**config.mk**
```make
export PLATFORM = sky130hd
export DESIGN_NAME = riscv_if_stage_flat
export DESIGN_NICKNAME = d
export VERILOG_FILES = /design/src/rtl/riscv_pkg.sv /design/src/rtl/riscv_if_stage_if.sv /design/src/rtl/riscv_pc_gen.sv /design/src/rtl/riscv_if_stage.sv /design/src/flat_wrapper.sv
export SDC_FILE = /design/constraint.sdc
export NUM_CORES = 1
export LEC_CHECK = 0
export BUFFER_PORTS_ARGS = -buffer_cell sky130_fd_sc_hd__buf_4
export CORE_ASPECT_RATIO = 1.5
export CORE_UTILIZATION = 35
export CTS_CLUSTER_SIZE = 14
export DETAILED_ROUTE_END_ITERATION = 16
export GPL_TIMING_DRIVEN = 0
export HOLD_SLACK_MARGIN = 0.02
export SYNTH_ARGS = -nofsm -noshare
export SYNTH_HDL_FRONTEND = slang
export SYNTH_SLANG_ARGS = --single-unit
export TNS_END_PERCENT = 5
```
**constraint.sdc**
```tcl
create_clock -name clk -period 2 [get_ports clk]
set_clock_uncertainty 0.1 [all_clocks]
set_input_delay 0 -clock clk [delete_from_list [all_inputs] [get_ports clk]]
set_output_delay 0 -clock clk [all_outputs]
set_load 0.01 [all_outputs]
```
**src/rtl/riscv_pkg.sv**
```systemverilog
// Shared definitions for the riscv_core pipeline.
// Holds the reset PC and bubble encoding, the IF/ID pipeline register layout (also consumed
// by the ID stage and hazard unit), the fetch-stage BOOT/RUN state type, and a word-align helper.
package riscv_pkg;

  localparam logic [31:0] RESET_PC  = 32'h0000_0000;
  localparam logic [31:0] NOP_INSTR = 32'h0000_0013;  // addi x0,x0,0

  typedef struct packed {
    logic        valid;
    logic [31:0] pc;
    logic [31:0] pc_plus4;
    logic [31:0] instr;
  } if_id_t;

  typedef enum logic {
    StBoot,
    StRun
  } if_state_e;

  // Force a byte address onto a 4-byte boundary.
  function automatic logic [31:0] align_word(input logic [31:0] addr);
    return {addr[31:2], 2'b00};
  endfunction

endpackage

```
**src/rtl/riscv_if_stage_if.sv**
```systemverilog
// Bus bundle around the instruction-fetch stage.
// Signals: pc/instr_read/instr_data (instruction memory), stall (hazard unit),
// redirect_valid/redirect_target (EX), id_* (IF/ID register to decode),
// redirect_misaligned (pulse on a misaligned accepted redirect).
// master: the fetch stage itself; slave: the surrounding core / environment.
interface riscv_if_stage_if;

  logic [31:0] pc;
  logic        instr_read;
  logic [31:0] instr_data;
  logic        stall;
  logic        redirect_valid;
  logic [31:0] redirect_target;
  logic        id_valid;
  logic [31:0] id_pc;
  logic [31:0] id_pc_plus4;
  logic [31:0] id_instr;
  logic        redirect_misaligned;

  modport master (
    output pc, instr_read, id_valid, id_pc, id_pc_plus4, id_instr, redirect_misaligned,
    input  instr_data, stall, redirect_valid, redirect_target
  );

  modport slave (
    input  pc, instr_read, id_valid, id_pc, id_pc_plus4, id_instr, redirect_misaligned,
    output instr_data, stall, redirect_valid, redirect_target
  );

endinterface

```
**src/rtl/riscv_pc_gen.sv**
```systemverilog
// Program counter generator: PC register, pc+4 adder and next-PC priority mux.
// Ports:
//   clk, rst_n          clock, asynchronous active-low reset
//   i_run               fetch enabled (PC frozen while booting)
//   i_stall             hold PC
//   i_redirect_valid    load redirect target (wins over stall)
//   i_redirect_target   new PC, low two bits dropped
//   o_pc                current fetch address
//   o_pc_plus4          o_pc + 4, modulo 2^32
module riscv_pc_gen #(
  parameter logic [31:0] RESET_PC = 32'h0000_0000  // low two bits must be zero
) (
  input  logic        clk,
  input  logic        rst_n,
  input  logic        i_run,
  input  logic        i_stall,
  input  logic        i_redirect_valid,
  input  logic [31:0] i_redirect_target,
  output logic [31:0] o_pc,
  output logic [31:0] o_pc_plus4
);
  import riscv_pkg::*;

  logic [31:0] r_pc;
  logic [31:0] w_pc_next;
  logic [31:0] w_pc_plus4;

  assign w_pc_plus4 = r_pc + 32'd4;  // wraps silently at the top of the address space

  always_comb begin
    w_pc_next = r_pc;
    if (i_run) begin
      if (i_redirect_valid) begin
        w_pc_next = align_word(i_redirect_target);
      end else if (!i_stall) begin
        w_pc_next = w_pc_plus4;
      end
    end
  end

  always_ff @(posedge clk or negedge rst_n) begin
    if (!rst_n) begin
      r_pc <= RESET_PC;
    end else begin
      r_pc <= w_pc_next;
    end
  end

  assign o_pc       = r_pc;
  assign o_pc_plus4 = w_pc_plus4;

endmodule

```
**src/rtl/riscv_if_stage.sv**
```systemverilog
// Instruction-fetch stage of the 5-stage riscv_core.
// Presents pc to a combinational instruction memory and registers the returned word into the
// IF/ID register. A redirect from EX overrides a stall and turns IF/ID into a bubble.
// Ports:
//   clk, rst_n   clock, asynchronous active-low reset
//   bus          riscv_if_stage_if.master: imem address/strobe/data, stall, redirect,
//                IF/ID outputs and the redirect_misaligned pulse
module riscv_if_stage #(
  parameter logic [31:0] RESET_PC  = riscv_pkg::RESET_PC,
  parameter logic [31:0] NOP_INSTR = riscv_pkg::NOP_INSTR
) (
  input logic              clk,
  input logic              rst_n,
  riscv_if_stage_if.master bus
);
  import riscv_pkg::*;

  if_state_e   r_state;
  if_state_e   w_state_next;
  logic        w_run;
  logic [31:0] w_pc;
  logic [31:0] w_pc_plus4;
  if_id_t      r_if_id;
  if_id_t      w_if_id_next;
  logic        r_misaligned;
  logic        w_misaligned_next;

  riscv_pc_gen #(
    .RESET_PC (RESET_PC)
  ) u_pc_gen (
    .clk               (clk),
    .rst_n             (rst_n),
    .i_run             (w_run),
    .i_stall           (bus.stall),
    .i_redirect_valid  (bus.redirect_valid),
    .i_redirect_target (bus.redirect_target),
    .o_pc              (w_pc),
    .o_pc_plus4        (w_pc_plus4)
  );

  // BOOT lasts exactly one clock after reset release; RUN is left only through reset.
  always_comb begin
    w_state_next = r_state;
    unique case (r_state)
      StBoot:  w_state_next = StRun;
      StRun:   w_state_next = StRun;
      default: w_state_next = StBoot;
    endcase
  end

  assign w_run = (r_state == StRun);

  always_comb begin
    w_if_id_next      = r_if_id;
    w_misaligned_next = 1'b0;
    if (w_run) begin
      if (bus.redirect_valid) begin
        // Kill the wrong-path word; id_pc/id_pc_plus4 keep their old values.
        w_if_id_next.valid = 1'b0;
        w_if_id_next.instr = NOP_INSTR;
        w_misaligned_next  = |bus.redirect_target[1:0];
      end else if (!bus.stall) begin
        w_if_id_next.valid    = 1'b1;
        w_if_id_next.pc       = w_pc;
        w_if_id_next.pc_plus4 = w_pc_plus4;
        w_if_id_next.instr    = bus.instr_data;
      end
    end
  end

  always_ff @(posedge clk or negedge rst_n) begin
    if (!rst_n) begin
      r_state               <= StBoot;
      r_if_id.valid         <= 1'b0;
      r_if_id.pc            <= 32'h0;
      r_if_id.pc_plus4      <= 32'h0;
      r_if_id.instr         <= NOP_INSTR;
      r_misaligned          <= 1'b0;
    end else begin
      r_state      <= w_state_next;
      r_if_id      <= w_if_id_next;
      r_misaligned <= w_misaligned_next;
    end
  end

  assign bus.pc                  = w_pc;
  assign bus.instr_read          = w_run;
  assign bus.id_valid            = r_if_id.valid;
  assign bus.id_pc               = r_if_id.pc;
  assign bus.id_pc_plus4         = r_if_id.pc_plus4;
  assign bus.id_instr            = r_if_id.instr;
  assign bus.redirect_misaligned = r_misaligned;

endmodule

```
**src/flat_wrapper.sv**
```systemverilog
// flat-port wrapper written by rule: the top's interface ports become plain ports
module riscv_if_stage_flat import riscv_pkg::*;
#(
  parameter logic [31:0] RESET_PC  = riscv_pkg::RESET_PC,
  parameter logic [31:0] NOP_INSTR = riscv_pkg::NOP_INSTR
)
  (clk, rst_n, bus_pc, bus_instr_read, bus_id_valid, bus_id_pc, bus_id_pc_plus4, bus_id_instr, bus_redirect_misaligned, bus_instr_data, bus_stall, bus_redirect_valid, bus_redirect_target);
  riscv_if_stage_if bus_i ();
  input logic clk;
  input logic rst_n;
  output wire logic [$bits(bus_i.pc)-1:0] bus_pc;
  output wire logic [$bits(bus_i.instr_read)-1:0] bus_instr_read;
  output wire logic [$bits(bus_i.id_valid)-1:0] bus_id_valid;
  output wire logic [$bits(bus_i.id_pc)-1:0] bus_id_pc;
  output wire logic [$bits(bus_i.id_pc_plus4)-1:0] bus_id_pc_plus4;
  output wire logic [$bits(bus_i.id_instr)-1:0] bus_id_instr;
  output wire logic [$bits(bus_i.redirect_misaligned)-1:0] bus_redirect_misaligned;
  input wire logic [$bits(bus_i.instr_data)-1:0] bus_instr_data;
  input wire logic [$bits(bus_i.stall)-1:0] bus_stall;
  input wire logic [$bits(bus_i.redirect_valid)-1:0] bus_redirect_valid;
  input wire logic [$bits(bus_i.redirect_target)-1:0] bus_redirect_target;
  assign bus_pc = bus_i.pc;
  assign bus_instr_read = bus_i.instr_read;
  assign bus_id_valid = bus_i.id_valid;
  assign bus_id_pc = bus_i.id_pc;
  assign bus_id_pc_plus4 = bus_i.id_pc_plus4;
  assign bus_id_instr = bus_i.id_instr;
  assign bus_redirect_misaligned = bus_i.redirect_misaligned;
  assign bus_i.instr_data = bus_instr_data;
  assign bus_i.stall = bus_stall;
  assign bus_i.redirect_valid = bus_redirect_valid;
  assign bus_i.redirect_target = bus_redirect_target;
  riscv_if_stage #(.RESET_PC(RESET_PC), .NOP_INSTR(NOP_INSTR)) u_core (.clk(clk), .rst_n(rst_n), .bus(bus_i));
endmodule
```
==> impl_metrics.ini <==
[clock_network]
cts_num_sinks = 125
clock_tree_from_tritoncts = done
clock_tree.buffer_depth = 2
cts_root_buffer = clkbuf_16
cts_buffers = 17
clock_insertion_delay_at_the_later_pin_of_the_skew_report_ns = 0.42
htree_levels = 4
clkTransAtPathRegs_ns = 0.06

[timing]
worst-slew-pin-transition_ns = 0.684
rsz0062_at_grt = true
hold_viol_final = 0
clock.fmax_mhz = 507
final-max-slew-violation-count = 0
layout_min_cycle_time_ns = 1.97
setup_tns_ns = 0
timing.final.setup_violations = 0
max_slew_margin = 0.544
finalCritPeriodShare = 0.987
setup_ws_ns = 0.0263

[layout]
final_cell_count_no_fill = 1115
post-route-util = 0.557
antenna_cells = 0
layout-drive-gt1-share = 0.333
area_growth_pct = 55.5
nets = 965

[logic_synthesis]
yosys-top-cells-area = dfrtp_1 (53%), nand2_1 (9.1%), a22o_1 (4.4%)
synth-warning-count = 0
synth_enable_flop_cells = 0
mappedNetlistArea_um2 = 5800
synthDominantCellAreaShare = 0.526
yosys.area.top_type = dfrtp_1
yosys.cell_count.top_type = nand2_1
asyncSetResetFlopFracSynth = 1.00
per_instance_average_area_after_synthesis_um2 = 9.54
synthCells = 608
ys_dominant_reg_cell = dfrtp_1
synthTopCellsByCount = nand2_1 (140), dfrtp_1 (122), o21ai_0 (45)
synth_seq_cells = 125
yosysUniqueCellTypes = 59
synth-seq-area-share = 0.540

[outcome]
run_status = finished, final reports clean

[worst_setup_path]
worstSetupEndpointType = flip-flop
critical_path_required_ns = 2.24
timing_worst_setup_path_type = flip-flop to flip-flop
worstPathArrival_ns = 2.22
startpoint_type = flip-flop
critical_path_peak_fanout = 8

[drt]
vias_per_cell = 5.19
dr.first_iter.drc_count = 314
detail_route.first_pass.iterations = 7
drcViolationCount = 0
route.top_layer_used = met4
vias = 5782
final_antenna_net_count = 0
wire_length_on_met2_um = 10500
routedWlPerCell_um = 18.2
routedLengthMet1_um = 7700
detailroute.wirelength.met3_um = 1190
finalWirelength_um = 20300

[die]
die_area_um2 = 17100
core_area_um2 = 16200
placementRows = 57
fp.dieW_um = 107
io_pins = 199
initial_utilization = 0.358
die_height_um = 160

[job]
maxCapViolCount = 0

[power]
peakVddDrop_uv = 442
totalPowerFinal_uw = 8340
p_leak_uw = 0.00430
power.density_nw_per_um2 = 925

[placed_design]
dp_hpwl_um = 14300
dp.cells = 1012
globalplace.congestion = 0.875
detailedPlace.worstSlack_ns = -0.460
place.port_buffers = 192

[hold_path]
hold_path_class = primary input to asynchronous set/reset pin

[global_route]
pin_count_of_the_biggest_net_entering_global_routing = 74
grt_pass1_vias = 6003
overflow = 0
groute.usage.overall = 0.242
grt_first_pass_wirelength_um = 31800
grt_antenna_before_repair = 0
critical path: stages, from the launching register on:
cell and delay (ns):
dfrtp_1 0.37, buf_6 0.15, nand3_4 0.15, nor4_4 0.29, buf_4 0.19, nand4b_1 0.18
buf_4 0.21, xor2_2 0.14, o21ai_2 0.11
layout make-up:
class	instances	area, µm²
timing repair buffer	268	2200
multi-input combinational	430	2580
clock inverter	15	141
fill	1439	7170
buffer	46	238
inverter	8	30.0
sequential	125	3140
tap	206	258
clock buffer	17	425
cell usage in the layout, fill, tap and decap left out, types with 17 or more instances in the layout:
cell type | synthesis | layout
a22o_1 | 29 | 29
dlygate4sd3_1 | 0 | 66
nor2_1 | 25 | 21
dfrtp_1 | 122 | 113
clkbuf_16 | 0 | 17
o21ai_0 | 45 | 45
buf_4 | 6 | 206
nand2_1 | 140 | 138
a21oi_1 | 29 | 27
nand3_1 | 27 | 25
clkbuf_1 | 35 | 24
metal layers:
layer | up-vias | global-route usage
met1 | 2777 | 0.280
met2 | 262 | 0.413
li1 | 2685 | -
met3 | 58 | 0.0506
met4 | 0 | 0.132
met5 | - | 0
timing repair:
action / in CTS / in global routing
setup endpoints to repair: 68 / 80
setup buffers: 4 / 5
endpoints found under the hold margin: 188 / 0
hold buffers: 66 / 0
gates resized for setup: 24 / 36
cloned: 0 / 0
pin swaps: 3 / 5
report_power, final:
group / internal (µW) / total (µW) / switching [µW]
registers: 2950 / 3350 / 407
logic: 1030 / 2040 / 1010
clock network: 1720 / 2950 / 1220
path summary, 6_finish.rpt:
kind / start / to / slack (ns) / cells after the start
max in group asynchronous: rst_n / u_core.u_pc_gen.o_pc[11]$_DFFE_PN0P_ / 1.05 / 3
max reg2reg: u_core.u_pc_gen.o_pc[10]$_DFFE_PN0P_ / u_core.bus.id_pc_plus4[21]$_DFFE_PN0P_ / 0.03 / 8
max: u_core.u_pc_gen.o_pc[10]$_DFFE_PN0P_ / u_core.bus.id_pc_plus4[21]$_DFFE_PN0P_ / 0.03 / 8
min reg2reg: u_core.bus.id_pc[11]$_DFFE_PN0P_ / u_core.bus.id_pc[11]$_DFFE_PN0P_ / 0.38 / 2
min in group clk: bus_stall / u_core.bus.id_valid$_DFFE_PN0P_ / 0.05 / 4
min: rst_n / u_core.bus.id_pc_plus4[21]$_DFFE_PN0P_ / 0.001 / 2
sequential cells by signal, indices dropped and copies added (netlist names):
register and count:
u_core.bus.id_pc_plus4 30, u_core.u_pc_gen.o_pc 30, u_core.bus.redirect_misaligned 1, u_core.bus.instr_read 1, u_core.bus.id_pc 30, u_core.bus.id_valid 1, u_core.bus.id_instr 32
through the flow:
stage / hold slack [ns] / cell area (µm²)
after detailed placement: -0.112 / 7550
final: 0.00112 / 9020
after global routing: 0.0551 / 9020
after CTS: 0.0205 / 8870
after global placement: 0.123 / 7520
after floorplan: -0.396 / 5820
cells by family (layout without fill, tap and decap cells):
group                      count (synthesis)  after routing  share of synthesized area
and+or+nand+nor                          245            245                      0.202
AOI/OAI and AO/OA                        146            146                      0.164
DFF                                      125            125                      0.540
buffers and inverters                     58            354                     0.0427
xor gates and xnor gates                  27             27                     0.0408
muxes                                      4              4                    0.00690
other                                      2              7                    0.00129
adders and majority gates                  1              1                    0.00216
Note: power is estimated with default switching activity, not from simulation.
